**src/rtl/pps_housekeeping_packetizer_pkg.sv**
```systemverilog
// Shared constants, state encoding and snapshot payload for the PPS housekeeping packetizer.
package pps_housekeeping_packetizer_pkg;

    localparam int unsigned DAT_W = 16;
    localparam int unsigned SEQ_W = 4;
    localparam int unsigned IDX_W = 3;
    localparam int unsigned HDR_W = 12;
    localparam int unsigned SEC_W = 32;

    localparam logic [HDR_W-1:0] HEADER_ID_DEFAULT = 12'hD7A;
    localparam int unsigned      PKT_WORDS         = 5;

    localparam logic [IDX_W-1:0] W_HDR  = 3'd0;
    localparam logic [IDX_W-1:0] W_SECH = 3'd1;
    localparam logic [IDX_W-1:0] W_SECL = 3'd2;
    localparam logic [IDX_W-1:0] W_DT   = 3'd3;
    localparam logic [IDX_W-1:0] W_CSUM = 3'd4;

    typedef enum logic [1:0] {
        IDLE    = 2'd0,
        CAPTURE = 2'd1,
        SEND    = 2'd2
    } state_t;

    typedef struct packed {
        logic [SEQ_W-1:0] seq;
        logic [SEC_W-1:0] sec;
        logic [DAT_W-1:0] dt;
    } hk_snap_t;

endpackage

```
**src/rtl/hk_word_mux.sv**
```systemverilog
// Combinational packet word select; word 4 is the XOR of words 0..3.
module hk_word_mux
    import pps_housekeeping_packetizer_pkg::*;
#(
    parameter logic [HDR_W-1:0] HEADER_ID = HEADER_ID_DEFAULT
) (
    input  hk_snap_t         i_snap,
    input  logic [IDX_W-1:0] i_idx,
    output logic [DAT_W-1:0] o_word
);

    logic [DAT_W-1:0] w_w0;
    logic [DAT_W-1:0] w_w1;
    logic [DAT_W-1:0] w_w2;
    logic [DAT_W-1:0] w_w3;
    logic [DAT_W-1:0] w_csum;

    assign w_w0   = {HEADER_ID, i_snap.seq};
    assign w_w1   = i_snap.sec[SEC_W-1:DAT_W];
    assign w_w2   = i_snap.sec[DAT_W-1:0];
    assign w_w3   = i_snap.dt;
    assign w_csum = w_w0 ^ w_w1 ^ w_w2 ^ w_w3;

    always_comb begin
        o_word = '0;
        case (i_idx)
            W_HDR:   o_word = w_w0;
            W_SECH:  o_word = w_w1;
            W_SECL:  o_word = w_w2;
            W_DT:    o_word = w_w3;
            W_CSUM:  o_word = w_csum;
            default: o_word = '0;
        endcase
    end

endmodule

```
**src/rtl/pps_housekeeping_packetizer.sv**
```systemverilog
// Snaps deadtime and seconds count on PPS and streams them as a 5-word checksummed packet.
module pps_housekeeping_packetizer
    import pps_housekeeping_packetizer_pkg::*;
#(
    parameter logic [HDR_W-1:0] HEADER_ID = HEADER_ID_DEFAULT,
    parameter int unsigned      SEC_WIDTH = 32
) (
    input  logic             clk33_i,
    input  logic             rst_n_i,
    input  logic             pps_clk33_i,
    input  logic [DAT_W-1:0] deadtime_i,
    output logic [DAT_W-1:0] dat_o,
    output logic             valid_o,
    input  logic             ready_i,
    output logic             last_o,
    output logic             overrun_o,
    input  logic             clr_overrun_i
);

    localparam logic [IDX_W-1:0] LAST_IDX = IDX_W'(PKT_WORDS - 1);

    state_t               r_state;
    state_t               w_state_nxt;
    logic [IDX_W-1:0]     r_idx;
    logic [IDX_W-1:0]     w_idx_nxt;
    logic [DAT_W-1:0]     r_dat;
    logic [DAT_W-1:0]     w_dat_nxt;
    logic                 r_valid;
    logic                 w_valid_nxt;
    logic                 r_last;
    logic                 w_last_nxt;
    logic                 r_ovr;
    logic                 w_ovr_nxt;
    logic [SEC_WIDTH-1:0] r_sec_cnt;
    logic [SEC_WIDTH-1:0] w_sec_cnt_nxt;
    logic [SEQ_W-1:0]     r_seq;
    logic [SEQ_W-1:0]     w_seq_nxt;
    logic [SEC_W-1:0]     r_sec_snap;
    logic [SEC_W-1:0]     w_sec_snap_nxt;
    logic [DAT_W-1:0]     r_dt_snap;
    logic [DAT_W-1:0]     w_dt_snap_nxt;

    logic                 w_xfer;
    logic                 w_idx_last;
    logic                 w_ovr_set;
    logic [IDX_W-1:0]     w_idx_inc;
    logic [IDX_W-1:0]     w_mux_idx;
    logic [DAT_W-1:0]     w_word;
    hk_snap_t             w_snap;

    assign w_xfer     = r_valid & ready_i;
    assign w_idx_last = (r_idx == LAST_IDX);
    assign w_idx_inc  = r_idx + IDX_W'(1);

    // In CAPTURE the snapshot registers are still loading, so word 0 is built from the live sources.
    assign w_snap.seq = r_seq;
    assign w_snap.sec = (r_state == CAPTURE) ? SEC_W'(r_sec_cnt) : r_sec_snap;
    assign w_snap.dt  = (r_state == CAPTURE) ? deadtime_i : r_dt_snap;
    assign w_mux_idx  = (r_state == CAPTURE) ? W_HDR : w_idx_inc;

    hk_word_mux #(
        .HEADER_ID (HEADER_ID)
    ) u_word_mux (
        .i_snap (w_snap),
        .i_idx  (w_mux_idx),
        .o_word (w_word)
    );

    always_ff @(posedge clk33_i or negedge rst_n_i) begin
        if (!rst_n_i) begin
            r_state    <= IDLE;
            r_idx      <= '0;
            r_dat      <= '0;
            r_valid    <= 1'b0;
            r_last     <= 1'b0;
            r_ovr      <= 1'b0;
            r_sec_cnt  <= '0;
            r_seq      <= '0;
            r_sec_snap <= '0;
            r_dt_snap  <= '0;
        end else begin
            r_state    <= w_state_nxt;
            r_idx      <= w_idx_nxt;
            r_dat      <= w_dat_nxt;
            r_valid    <= w_valid_nxt;
            r_last     <= w_last_nxt;
            r_ovr      <= w_ovr_nxt;
            r_sec_cnt  <= w_sec_cnt_nxt;
            r_seq      <= w_seq_nxt;
            r_sec_snap <= w_sec_snap_nxt;
            r_dt_snap  <= w_dt_snap_nxt;
        end
    end

    // A PPS landing on the final transfer chains straight into the next capture.
    always_comb begin
        w_state_nxt = r_state;
        case (r_state)
            IDLE:    if (pps_clk33_i) w_state_nxt = CAPTURE;
            CAPTURE: w_state_nxt = SEND;
            SEND:    if (w_xfer && w_idx_last) w_state_nxt = pps_clk33_i ? CAPTURE : IDLE;
            default: w_state_nxt = IDLE;
        endcase
    end

    always_comb begin
        w_idx_nxt      = r_idx;
        w_dat_nxt      = r_dat;
        w_valid_nxt    = r_valid;
        w_last_nxt     = r_last;
        w_seq_nxt      = r_seq;
        w_sec_snap_nxt = r_sec_snap;
        w_dt_snap_nxt  = r_dt_snap;
        w_sec_cnt_nxt  = r_sec_cnt + SEC_WIDTH'(pps_clk33_i);
        w_ovr_set      = pps_clk33_i &&
                         ((r_state == CAPTURE) || ((r_state == SEND) && !(w_xfer && w_idx_last)));
        w_ovr_nxt      = w_ovr_set | (r_ovr & ~clr_overrun_i);

        case (r_state)
            CAPTURE: begin
                w_sec_snap_nxt = SEC_W'(r_sec_cnt);
                w_dt_snap_nxt  = deadtime_i;
                w_idx_nxt      = W_HDR;
                w_dat_nxt      = w_word;
                w_valid_nxt    = 1'b1;
                w_last_nxt     = 1'b0;
            end
            SEND: begin
                if (w_xfer) begin
                    if (w_idx_last) begin
                        w_valid_nxt = 1'b0;
                        w_last_nxt  = 1'b0;
                        w_dat_nxt   = '0;
                        w_seq_nxt   = r_seq + SEQ_W'(1);
                    end else begin
                        w_idx_nxt  = w_idx_inc;
                        w_dat_nxt  = w_word;
                        w_last_nxt = (w_idx_inc == LAST_IDX);
                    end
                end
            end
            default: begin
            end
        endcase
    end

    assign dat_o     = r_dat;
    assign valid_o   = r_valid;
    assign last_o    = r_last;
    assign overrun_o = r_ovr;

endmodule

```
**config.mk**
```make
export PLATFORM = sky130hd
export DESIGN_NAME = pps_housekeeping_packetizer
export DESIGN_NICKNAME = d
export VERILOG_FILES = /design/src/rtl/pps_housekeeping_packetizer_pkg.sv /design/src/rtl/hk_word_mux.sv /design/src/rtl/pps_housekeeping_packetizer.sv
export SDC_FILE = /design/constraint.sdc
export NUM_CORES = 1
export LEC_CHECK = 0
export CAP_MARGIN = 20
export CORE_MARGIN = 2
export CORE_UTILIZATION = 40
export CTS_BUF_LIST = sky130_fd_sc_hd__clkbuf_8
export DETAILED_ROUTE_END_ITERATION = 16
export GPL_TIMING_DRIVEN = 0
export PLACE_DENSITY_LB_ADDON = 0.3
export SYNTH_ARGS = -nofsm -noshare
export SYNTH_HDL_FRONTEND = slang
export SYNTH_HIERARCHICAL = 1
export SYNTH_SLANG_ARGS = --single-unit
```
**constraint.sdc**
```tcl
create_clock -name clk33_i -period 3.5 [get_ports clk33_i]
set_input_delay 0.7 -clock clk33_i [delete_from_list [all_inputs] [get_ports clk33_i]]
set_output_delay 0.7 -clock clk33_i [all_outputs]
set_load 0.005 [all_outputs]
```
==> summary.md, run 1 <==
| Metric | Value |
|---|---|
| Worst vdd ir | `0.368 mV` |
| Synth Area in Simple Gates | `23.3%` |
| CTS tree | `built` |
| Maxcap violations | `0` |
| Initial core utilization | `40.5%` |
| Post-Synth Adder-Cell Area | `1.42%` |
| Crit path max-delay family | `buffers and inverters` |
| Main combinational cell family by area after synthesis | `simple AND/OR/NAND/NOR gates` |
| #FFs+latches synth | `108` |
| Ys async rst share | `100%` |
| Worst Path Arrival | `3470 ps` |
| Crit Path Max Fanout | `10` |
| CTS Sinks | `approximately 110` |
| Clk_lat worst skew | `390 ps` |
| Pwr Total | `~4.6 mW` |
| CP dominant cell by count | `nand2_1` |
| Antenna Cells | `0` |
| IO Count | `40` |
| Post-DP HPWL | `9340 µm` |
| Post-synthesis average cell area | `slightly below 10 µm²` |
| Port bufs | `39` |
| First-pass GRT wire length | `21000 µm` |
| Die Span X | `between 100 and 150 µm` |
| Area occupied by multi-input gates | `0.00246 mm²` |
| Full die area | `0.0142 mm²` |
| Max_slew headroom | `between 40% and 50%` |
| Fill cell count | `1288` |
| Synth warnings | `6` |
| Final Util | `46.9%` |
| Syn Nets | `572` |
| ANT nets after route | `0` |
| Clock Tree Buf Depth | `2` |
| Mapped cell area | `0.00531 mm²` |
| Cell Area, Placed | `0.00594 mm²` |
| Pin count of the biggest net entering global routing | `between 70 and 80` |
| Worst-path cell chain | `nor2b_1, clkbuf_1, buf_1, nand2_1, nand2_1, xor3_1, a2111o_1, o211a_1, a22o_1` |
| Post-CTS Setup Bufs | `0` |
| CP Launch Type | `register` |
| # resized after CTS | `0` |
| Number of flops mapped to enable cells by yosys | `0` |
| Cell count after placement | `761` |
| Row cnt | `42` |
| Hold buffers post-CTS | `0` |
| Layout area overhead | `15.6%` |
| Share of layout cells above drive strength 1 | `6.33%` |
| GRT Util Overall | `between 10% and 20%` |
| Core area | `between 0.01 and 0.015 mm²` |
| Power Dens Cells | `752 mW/mm²` |
| Period Utilization, post-route | `91.4%` |
| Post-Layout Cell Count | `776` |
| Worst Tran Pin Value | `slightly above 800 ps` |
| Clock root cell | `clkbuf_8` |
| RePlAce Congestion | `0.854` |
| Vias per cell | `5.23` |
| Worst setup path start | `r_state[0]$_DFFE_PN0P_` |
| Final setup fails | `0` |
| Ranking of synthesized cells by area | `dfrtp_1 51%, nand2_1 11%, xnor2_1 5.6%` |
| Slowest stage delay, CP | `490 ps` |
| Synth Area in Compound Gates | `9.25%` |
| Crit Path Class | `reg -> reg` |
| Status | `finished, final reports clean` |
| DR pass1 iterations | `5` |
| Syn Inst Count | `545` |
| Post-synthesis sequential area ratio | `50.9%` |
| Top-area cell type share of the netlist area | `50.9%` |
| Grt total ovfl | `0` |
| Mux contribution to synthesized area | `1.06%` |
| Die Height | `119 µm` |
| Sequential cell area | `0.00270 mm²` |
| P_leak | `2.92 nW` |
| Hold crit path type | `in -> async` |
| Nets | `623` |
| F_max | `around 310 MHz` |
| Post-Synth XOR/XNOR Area | `11.3%` |
| Initial antenna violation count | `0` |
| Critical-path top delay cell | `clkbuf_1` |
| RSZ-0062 raised after global routing | `no` |
| Commonest cells in the netlist | `161 x nand2_1, 108 x dfrtp_1, 34 x xnor2_1` |
| DR vias | `4060` |
| Crit end category | `register` |
| H-tree depth | `3` |
| Ys flop type | `dfrtp_1` |
| Synth area leader | `dfrtp_1` |
| Clk_skew | `14.0 ps` |
| Final min period | `between 3000 and 4000 ps` |
| Num CTS Buffers | `9` |
| Avg WL per Cell | `16.7 µm` |
| Total Routed Length | `13000 µm` |
| Vias in the first global route | `4081` |
| Reg clk slew, reported paths | `90 ps` |
| DRT iter0 DRCs | `270` |
| Post-route cell area | `0.00613 mm²` |
| Crit path buffers/inverters | `2` |
| Req. time, crit path | `3770 ps` |
| Slew Viols, Final | `0` |
| Final Hold Viols | `0` |
| RR Startpoint | `r_state[0]$_DFFE_PN0P_` |
| Detailed-route DRC error count | `0` |
| Most frequent cell after synthesis | `nand2_1` |
| Netlist cell types | `40` |
## worst reg2reg max path: stages, from the launching register on
cell and delay (ps):
dfrtp_1 420, nor2b_1 350, clkbuf_1 490, buf_1 380, nand2_1 110, nand2_1 120, xor3_1 460, a2111o_1 430
o211a_1 150, a22o_1 200
## sequential cells by signal, indices dropped and copies added, names as in the netlist
register / count
r_sec_cnt: 32
r_sec_snap: 32
dat_o: 16
r_dt_snap: 16
r_seq: 4
r_idx: 3
r_state: 2
last_o: 1
overrun_o: 1
valid_o: 1
## cell type report
| class | instances | share of cell area [%] |
|---|---|---|
| sequential | 108 | 44.1 |
| multi-input combinational | 403 | 40.1 |
| timing repair buffer | 40 | 6.77 |
| tap | 176 | 3.59 |
| clock buffer | 10 | 2.24 |
| buffer | 28 | 1.96 |
| clock inverter | 5 | 0.877 |
| inverter | 6 | 0.367 |
## metal layers
metal | wire length [µm] | share of wire, % | GRT usage, %
met5 | 0 | 0 | 0
met3 | 594 | 4.6 | 4.45
met1 | 5960 | 46 | 25.8
met4 | 144 | 1.1 | 4.32
met2 | 6280 | 48 | 31.4
## where the power goes
group	switching, mW	internal [mW]	total, mW
Combinational	1.23	0.924	2.16
Clock	0.413	0.343	0.756
Sequential	0.165	1.53	1.70
## kinds of logic (layout without fill, tap and decap cells)
kind of cell    Yosys count  count (layout)
flops                   108             108
simple gates            267             267
fa+ha+maj                 6               6
xor+xnor                 60              60
mux                       5               5
buf+inv                  34              89
compound gates           65              65
## through the flow
| step | hold WS (ps) | setup TNS [ps] | worst slack, ps |
|---|---|---|---|
| finish | 284 | 0 | 301 |
| global route | 301 | 0 | 111 |
| global placement | 466 | -245300 | -2280 |
| detailed placement | 480 | 0 | 313 |
| CTS | 283 | 0 | 291 |
| floorplan | 404 | 0 | 944 |
## placed cells by master, fill, tap and decap left out, types with 12 or more instances in the layout
cell type	synthesis	routed
nor2_1	15	15
xnor2_1	34	34
dfrtp_1	108	108
xor2_1	21	21
nand3_1	27	27
clkbuf_1	14	14
buf_2	12	12
nand2_1	161	161
a22o_1	17	17
nand4_1	13	13
clkdlybuf4s50_1	0	38
nand2b_1	22	22
a21oi_1	17	17
## final timing paths
kind / slack [ps] / cells past startpoint / end
worst max-delay path: 300 / 9 / dat_o[0]$_DFFE_PN0P_
min in group clk33_i: 500 / 2 / last_o$_DFFE_PN0P_
max in group asynchronous: 2510 / 2 / dat_o[0]$_DFFE_PN0P_
worst min-delay path: 280 / 1 / r_sec_cnt[21]$_DFF_PN0_
worst min register to register: 500 / 2 / last_o$_DFFE_PN0P_
worst max register to register: 300 / 9 / dat_o[0]$_DFFE_PN0P_
Note: power is estimated with default switching activity, not from simulation.
==> run 2: changes to the inputs <==
==> constraint.sdc (replaced) <==
create_clock -name clk33_i -period 2.95 [get_ports clk33_i]
set_input_delay 0.59 -clock clk33_i [delete_from_list [all_inputs] [get_ports clk33_i]]
set_output_delay 0.59 -clock clk33_i [all_outputs]
set_load 0.005 [all_outputs]
==> run 2 against run 1 <==
Effect of this change:
- fmax up 15%
- clock skew down 0.98 ps
- utilization about the same
- flip-flop and latch count unchanged
- sequential share of layout area about the same
- combinational power up 18%
- clock-buffer cell count unchanged
- highest routed layer unchanged
==> summary.md, run 2 (synthesis gave the netlist of run 1 again) <==
| Metric | Value |
|---|---|
| Status | `finished, final reports clean (unchanged)` |
| RR Startpoint | `r_state[0]$_DFFE_PN0P_ (unchanged)` |
| Crit Path Class | `reg -> reg (unchanged)` |
| FF-to-FF setup slack | `170 ps (was 300 ps)` |
| IO Count | `40 (unchanged)` |
| Post-DP HPWL | `9340 µm (unchanged)` |
| Slew Viols, Final | `0 (unchanged)` |
| Grt total ovfl | `0 (unchanged)` |
| Nets | `622 (was 623)` |
| RePlAce Congestion | `0.854 (unchanged)` |
| Worst Path Arrival | `3060 ps (was 3470 ps)` |
| Final Hold Viols | `0 (unchanged)` |
| CTS Sinks | `108 (unchanged)` |
| Vias in the first global route | `4078 (was 4081)` |
| Die Height | `119 µm (unchanged)` |
| Full die area | `0.0142 mm² (unchanged)` |
| Crit path max-delay family | `compound AO/OA/AOI/OAI gates (was buffers and inverters)` |
| Slowest stage delay, CP | `460 ps (was 490 ps)` |
| Met3 WL | `572 µm (was 594 µm)` |
| Worst R2R Path Depth | `8 (was 9)` |
| Worst Tran Pin Value | `851 ps (was 820 ps)` |
| ANT nets after route | `0 (unchanged)` |
| Final setup fails | `0 (unchanged)` |
| DRT iter0 DRCs | `288 (was 270)` |
| Setup TNS | `0 ps (unchanged)` |
| Worst R2R End | `dat_o[0]$_DFFE_PN0P_ (unchanged)` |
| Vias per cell | `5.20 (was 5.23)` |
| DR pass1 iterations | `4 (was 5)` |
| Period Utilization, post-route | `94.3% (was 91.4%)` |
| Met1 WL | `5890 µm (was 5960 µm)` |
| Clk_skew | `13.0 ps (was 14.0 ps)` |
| Num CTS Buffers | `9 (unchanged)` |
| Crit path buffers/inverters | `1 (was 2)` |
| GRT Util Overall | `19.1% (about the same)` |
| CP dominant cell by count | `nand2_1 (unchanged)` |
| DR top layer | `met4 (unchanged)` |
| P_leak | `2.93 nW (was 2.92 nW)` |
| Reg clk slew, reported paths | `90 ps (about the same)` |
| Worst-path cell chain | `nor2b_1, clkbuf_2, nand2_1, nand2_1, xor3_1, a2111o_1, o211a_1, a22o_1 (was nor2b_1, clkbuf_1, buf_1, nand2_1, nand2_1, xor3_1, a2111o_1, o211a_1, a22o_1)` |
| CP Launch Type | `register (unchanged)` |
| Post-Layout Cell Count | `775 (was 776)` |
| Power Dens Cells | `890 mW/mm² (was 752 mW/mm²)` |
| CTS tree | `built (unchanged)` |
| H-tree depth | `3 (unchanged)` |
| Most frequent cells in the layout | `161 x nand2_1, 108 x dfrtp_1, 38 x clkdlybuf4s50_1, 34 x xnor2_1, 27 x nand3_1 (unchanged)` |
| Cell count after placement | `761 (unchanged)` |
| Hold crit path type | `in -> async (unchanged)` |
| Commonest non-fill, non-tap cell in the layout | `nand2_1 (unchanged)` |
| Row cnt | `42 (unchanged)` |
| Avg WL per Cell | `16.6 µm (was 16.7 µm)` |
| Worst vdd ir | `0.434 mV (was 0.368 mV)` |
| F_max | `359 MHz (was 313 MHz)` |
| Crit Path Max Fanout | `19 (was 10)` |
| Pwr Total | `5.46 mW (was 4.61 mW)` |
| Initial core utilization | `40.5% (unchanged)` |
| Core area | `0.0131 mm² (unchanged)` |
| Pin count of the biggest net entering global routing | `72 (unchanged)` |
| Detailed-route DRC error count | `0 (unchanged)` |
| Req. time, crit path | `3230 ps (was 3770 ps)` |
| Clk_lat worst skew | `390 ps (about the same)` |
| Critical-path top delay cell | `xor3_1 (was clkbuf_1)` |
| Max_slew headroom | `42.8% (was 44.9%)` |
| Post-CTS Setup Bufs | `0 (unchanged)` |
| Port bufs | `39 (unchanged)` |
| Biggest regs | `r_sec_cnt x32, r_sec_snap x32 (unchanged)` |
| First-pass GRT wire length | `21000 µm (about the same)` |
| Initial antenna violation count | `0 (unchanged)` |
| Total Routed Length | `12900 µm (was 13000 µm)` |
| Final min period | `2780 ps (was 3200 ps)` |
| Antenna Cells | `0 (unchanged)` |
| Clock root cell | `clkbuf_8 (unchanged)` |
| Maxcap violations | `0 (unchanged)` |
| Crit end category | `register (unchanged)` |
| Met2 WL post-DR | `6260 µm (was 6280 µm)` |
| DR vias | `4028 (was 4060)` |
| Layout area overhead | `15.6% (about the same)` |
| Die Span X | `119 µm (unchanged)` |
| Clock Tree Buf Depth | `2 (unchanged)` |
| Share of layout cells above drive strength 1 | `7.01% (was 6.33%)` |
| RSZ-0062 raised after global routing | `no (unchanged)` |
==> run 2: cell count changes in the layout (fill, tap and decap cells not counted) <==
cell      delta
buf_1        -1
clkbuf_1     -4
clkbuf_2     +4
==> run 2: through the flow <==
stage          utilization, %  instance area, µm²  worst slack, ps  hold slack (ps)
6_report                 46.9                6130              168              168
5_1_grt                  46.9                6130             25.9              191
4_1_cts                  46.8                6130              107              173
3_5_place_dp             45.4                5940             -234              480
3_3_place_gp             45.2                5920            -2720              466
2_1_floorplan               -                5310              394              294
==> run 2: how the worst max path moves through the flow <==
stage                                      end  slack (ps)  cells after the start                    from
after floorplan           dat_o[0]$_DFFE_PN0P_         390                      9  r_state[1]$_DFFE_PN0P_
after global placement     overrun_o$_DFF_PN0_       -2720                      1                 rst_n_i
after detailed placement  dat_o[0]$_DFFE_PN0P_        -230                      9  r_state[1]$_DFFE_PN0P_
after CTS                 dat_o[0]$_DFFE_PN0P_         110                      8  r_state[0]$_DFFE_PN0P_
after global routing      dat_o[0]$_DFFE_PN0P_          30                      8  r_state[0]$_DFFE_PN0P_
final                     dat_o[0]$_DFFE_PN0P_         170                      8  r_state[0]$_DFFE_PN0P_
==> run 2: routing by layer <==
| layer | track usage [%] | up-vias |
|---|---|---|
| li1 | - | 1934 |
| met1 | 25.7 | 1998 |
| met2 | 31.4 | 84 |
| met3 | 4.45 | 12 |
| met4 | 4.32 | 0 |
| met5 | 0 | - |
==> run 2: repair_timing <==
action / in CTS / in global routing
gates resized for setup: 1 / 6
pin swaps: 0 / 0
endpoints found under the hold margin: 0 / 0
gates cloned: 0 / 0
hold buffers: 0 / 0
endpoints found under the setup margin: 3 / 6
==> run 2: area by class of cell <==
| type | instances | area [µm²] |
|---|---|---|
| plain buffers | 27 | 121 |
| clock buffers | 10 | 138 |
| clock inverters | 5 | 53.8 |
| fillers | 1286 | 6950 |
| inverters | 6 | 22.5 |
| multi-input cells | 403 | 2460 |
| flip-flops and latches | 108 | 2700 |
| well taps | 176 | 220 |
| repair buffers | 40 | 415 |
==> run 2: power by group <==
group          switching, mW  leakage (nW)  internal [mW]
logic                   1.44          1.41           1.10
registers              0.196          1.43           1.82
clock network          0.495        0.0956          0.407
==> run 3: changes to the inputs <==
--- a/config.mk
+++ b/config.mk
@@ -6,10 +6,13 @@
 export NUM_CORES = 1
 export LEC_CHECK = 0
 export CAP_MARGIN = 20
+export CELL_PAD_IN_SITES_DETAIL_PLACEMENT = 1
+export CELL_PAD_IN_SITES_GLOBAL_PLACEMENT = 1
 export CORE_MARGIN = 2
 export CORE_UTILIZATION = 40
 export CTS_BUF_LIST = sky130_fd_sc_hd__clkbuf_8
 export DETAILED_ROUTE_END_ITERATION = 16
+export DONT_BUFFER_PORTS = 1
 export GPL_TIMING_DRIVEN = 0
 export PLACE_DENSITY_LB_ADDON = 0.3
 export SYNTH_ARGS = -nofsm -noshare
==> run 3 against run 2 <==
Effect of this change:
- the flow now finishes with violations (negative hold slack)
- critical endpoint is now dat_o[2]$_DFFE_PN0P_
- sequential share of layout area is 3.3 points higher
- setup slack better by 41 ps
- flip-flop and latch count did not move
- clock skew grew 3.1 ps
- via count shrank 1.6%
- non-clock buffer count shrank 40
==> summary.md, run 3 (synthesis gave the netlist of run 1 again) <==
| Metric | Value |
|---|---|
| Num CTS Buffers | `9 (unchanged)` |
| Nets | `582 (was 622)` |
| RSZ-0062 raised after global routing | `no (unchanged)` |
| Slew Viols, Final | `0 (unchanged)` |
| DR top layer | `met4 (unchanged)` |
| Port bufs | `0 (was 39)` |
| Status | `finished with violations (was finished, final reports clean)` |
| Grt total ovfl | `0 (unchanged)` |
| Initial core utilization | `40.5% (unchanged)` |
| Crit Path Class | `reg -> reg (unchanged)` |
| Power Dens Cells | `928 mW/mm² (was 890 mW/mm²)` |
| Crit end category | `register (unchanged)` |
| FF-to-FF setup slack | `210 ps (was 170 ps)` |
| Row cnt | `42 (unchanged)` |
| First-pass GRT wire length | `23300 µm (was 21000 µm)` |
| Initial antenna violation count | `0 (unchanged)` |
| Failing checks | `negative hold slack` |
| H-tree depth | `3 (unchanged)` |
| Worst slack, placed | `-353 ps (was -234 ps)` |
| Pin count of the biggest net entering global routing | `109 (was 72)` |
| Avg WL per Cell | `19.6 µm (was 16.6 µm)` |
| IO Count | `40 (unchanged)` |
| Commonest non-fill, non-tap cell in the layout | `nand2_1 (unchanged)` |
| GRT Util Overall | `21.5% (was 19.1%)` |
| Vias per cell | `5.41 (was 5.20)` |
| Vias in the first global route | `4329 (was 4078)` |
| ANT nets after route | `0 (unchanged)` |
| Die Span X | `119 µm (unchanged)` |
| Share of layout cells above drive strength 1 | `7.18% (was 7.01%)` |
| Setup TNS | `0 ps (unchanged)` |
| Fill cell count | `1490 (was 1286)` |
| Pwr Total | `5.30 mW (was 5.46 mW)` |
| Worst vdd ir | `0.521 mV (was 0.434 mV)` |
| DRT iter0 DRCs | `230 (was 288)` |
| CTS tree | `built (unchanged)` |
| Worst Path Arrival | `3000 ps (was 3060 ps)` |
| CP Launch Type | `register (unchanged)` |
| Die Height | `119 µm (unchanged)` |
| Crit Path Max Fanout | `10 (was 19)` |
| CTS Sinks | `108 (unchanged)` |
| Total Routed Length | `14400 µm (was 12900 µm)` |
| F_max | `365 MHz (was 359 MHz)` |
| Antenna Cells | `0 (unchanged)` |
| Req. time, crit path | `3210 ps (was 3230 ps)` |
| Met1 WL | `6380 µm (was 5890 µm)` |
| DR vias | `3964 (was 4028)` |
| Clk_skew | `16.1 ps (was 13.0 ps)` |
| Post-CTS Setup Bufs | `0 (unchanged)` |
| Final Hold Viols | `108 (was 0)` |
| Maxcap violations | `0 (unchanged)` |
| Most frequent cells in the layout | `161 x nand2_1, 108 x dfrtp_1, 34 x xnor2_1, 27 x nand3_1, 22 x nand2b_1 (was 161 x nand2_1, 108 x dfrtp_1, 38 x clkdlybuf4s50_1, 34 x xnor2_1, 27 x nand3_1)` |
| Worst R2R End | `dat_o[2]$_DFFE_PN0P_ (was dat_o[0]$_DFFE_PN0P_)` |
| Detailed-route DRC error count | `0 (unchanged)` |
| Core area | `0.0131 mm² (unchanged)` |
| Post-DP HPWL | `10700 µm (was 9340 µm)` |
| Clk_lat worst skew | `390 ps (about the same)` |
| Met3 WL | `529 µm (was 572 µm)` |
| Post-route cell area | `0.00571 mm² (was 0.00613 mm²)` |
| Met2 WL post-DR | `7230 µm (was 6260 µm)` |
| Full die area | `0.0142 mm² (unchanged)` |
| Max_slew headroom | `44.4% (was 42.8%)` |
| Layout area overhead | `7.59% (was 15.6%)` |
| Hold crit path type | `in -> async (unchanged)` |
| Final setup fails | `0 (unchanged)` |
| Clock root cell | `clkbuf_8 (unchanged)` |
| Clock Tree Buf Depth | `2 (unchanged)` |
| Reg clk slew, reported paths | `90 ps (about the same)` |
| P_leak | `2.77 nW (was 2.93 nW)` |
| Worst Tran Pin Value | `828 ps (was 851 ps)` |
| Fin worst setup slack | `209 ps (was 168 ps)` |
| RePlAce Congestion | `0.821 (was 0.854)` |
| Biggest regs | `r_sec_cnt x32, r_sec_snap x32 (unchanged)` |
| Cell Area, Placed | `0.00553 mm² (was 0.00594 mm²)` |
| Worst R2R Path Depth | `9 (was 8)` |
| Hold Worst Slack | `-99.7 ps (was 168 ps)` |
| Period Utilization, post-route | `92.9% (was 94.3%)` |
| DR pass1 iterations | `4 (unchanged)` |
| RR Startpoint | `r_state[0]$_DFFE_PN0P_ (unchanged)` |
| Final min period | `2740 ps (was 2780 ps)` |
[run 3: how the worst max path moves through the flow]
stage | slack, ps | endpoint | startpoint | depth (start not counted)
finish | 210 | dat_o[2]$_DFFE_PN0P_ | r_state[0]$_DFFE_PN0P_ | 9
global route | 30 | dat_o[3]$_DFFE_PN0P_ | r_state[1]$_DFFE_PN0P_ | 9
CTS | 80 | dat_o[2]$_DFFE_PN0P_ | r_state[0]$_DFFE_PN0P_ | 9
detailed placement | -350 | dat_o[1]$_DFFE_PN0P_ | r_state[0]$_DFFE_PN0P_ | 9
global placement | -270 | dat_o[0]$_DFFE_PN0P_ | r_state[0]$_DFFE_PN0P_ | 9
floorplan | 390 | dat_o[0]$_DFFE_PN0P_ | r_state[1]$_DFFE_PN0P_ | 9
[run 3: critical path, cell delays in order, from the launching register on]
cell	delay [ps]
dfrtp_1	420
nor2b_1	360
clkbuf_1	470
nor2_1	70
buf_2	200
nor2_1	290
clkbuf_2	330
nand4_1	150
o211a_1	160
a22o_1	200
[run 3: layer usage]
| metal | GRT usage (%) | vias up |
|---|---|---|
| li1 | - | 1856 |
| met1 | 26.7 | 2017 |
| met2 | 37.2 | 72 |
| met3 | 5.41 | 19 |
| met4 | 5.80 | 0 |
| met5 | 0 | - |
[run 3: cell type report]
type,count,area [µm²],share of cell area (%)
tap,176,220,3.86
inverter,6,22.5,0.395
buffer,27,125,2.19
sequential,108,2700,47.3
clock inverter,3,40.0,0.701
multi-input combinational,403,2460,43.1
clock buffer,10,138,2.41
[run 3: per-stage QoR]
stage	std cells	utilization [%]
detailed placement	721	42.2
global placement	721	42.2
CTS	733	43.6
floorplan	545	-
global route	733	43.6
finish	733	43.6
[run 3: power breakdown]
group	internal, mW	leakage (nW)	switching, mW
clock network	0.400	0.0939	0.486
logic	0.927	1.25	1.44
registers	1.82	1.43	0.225
[run 3: repair_timing]
action | in CTS | in global routing
cloned | 0 | 0
endpoints found under the setup margin | 6 | 8
resized for setup | 2 | 8
hold endpoints to repair | 108 | 108
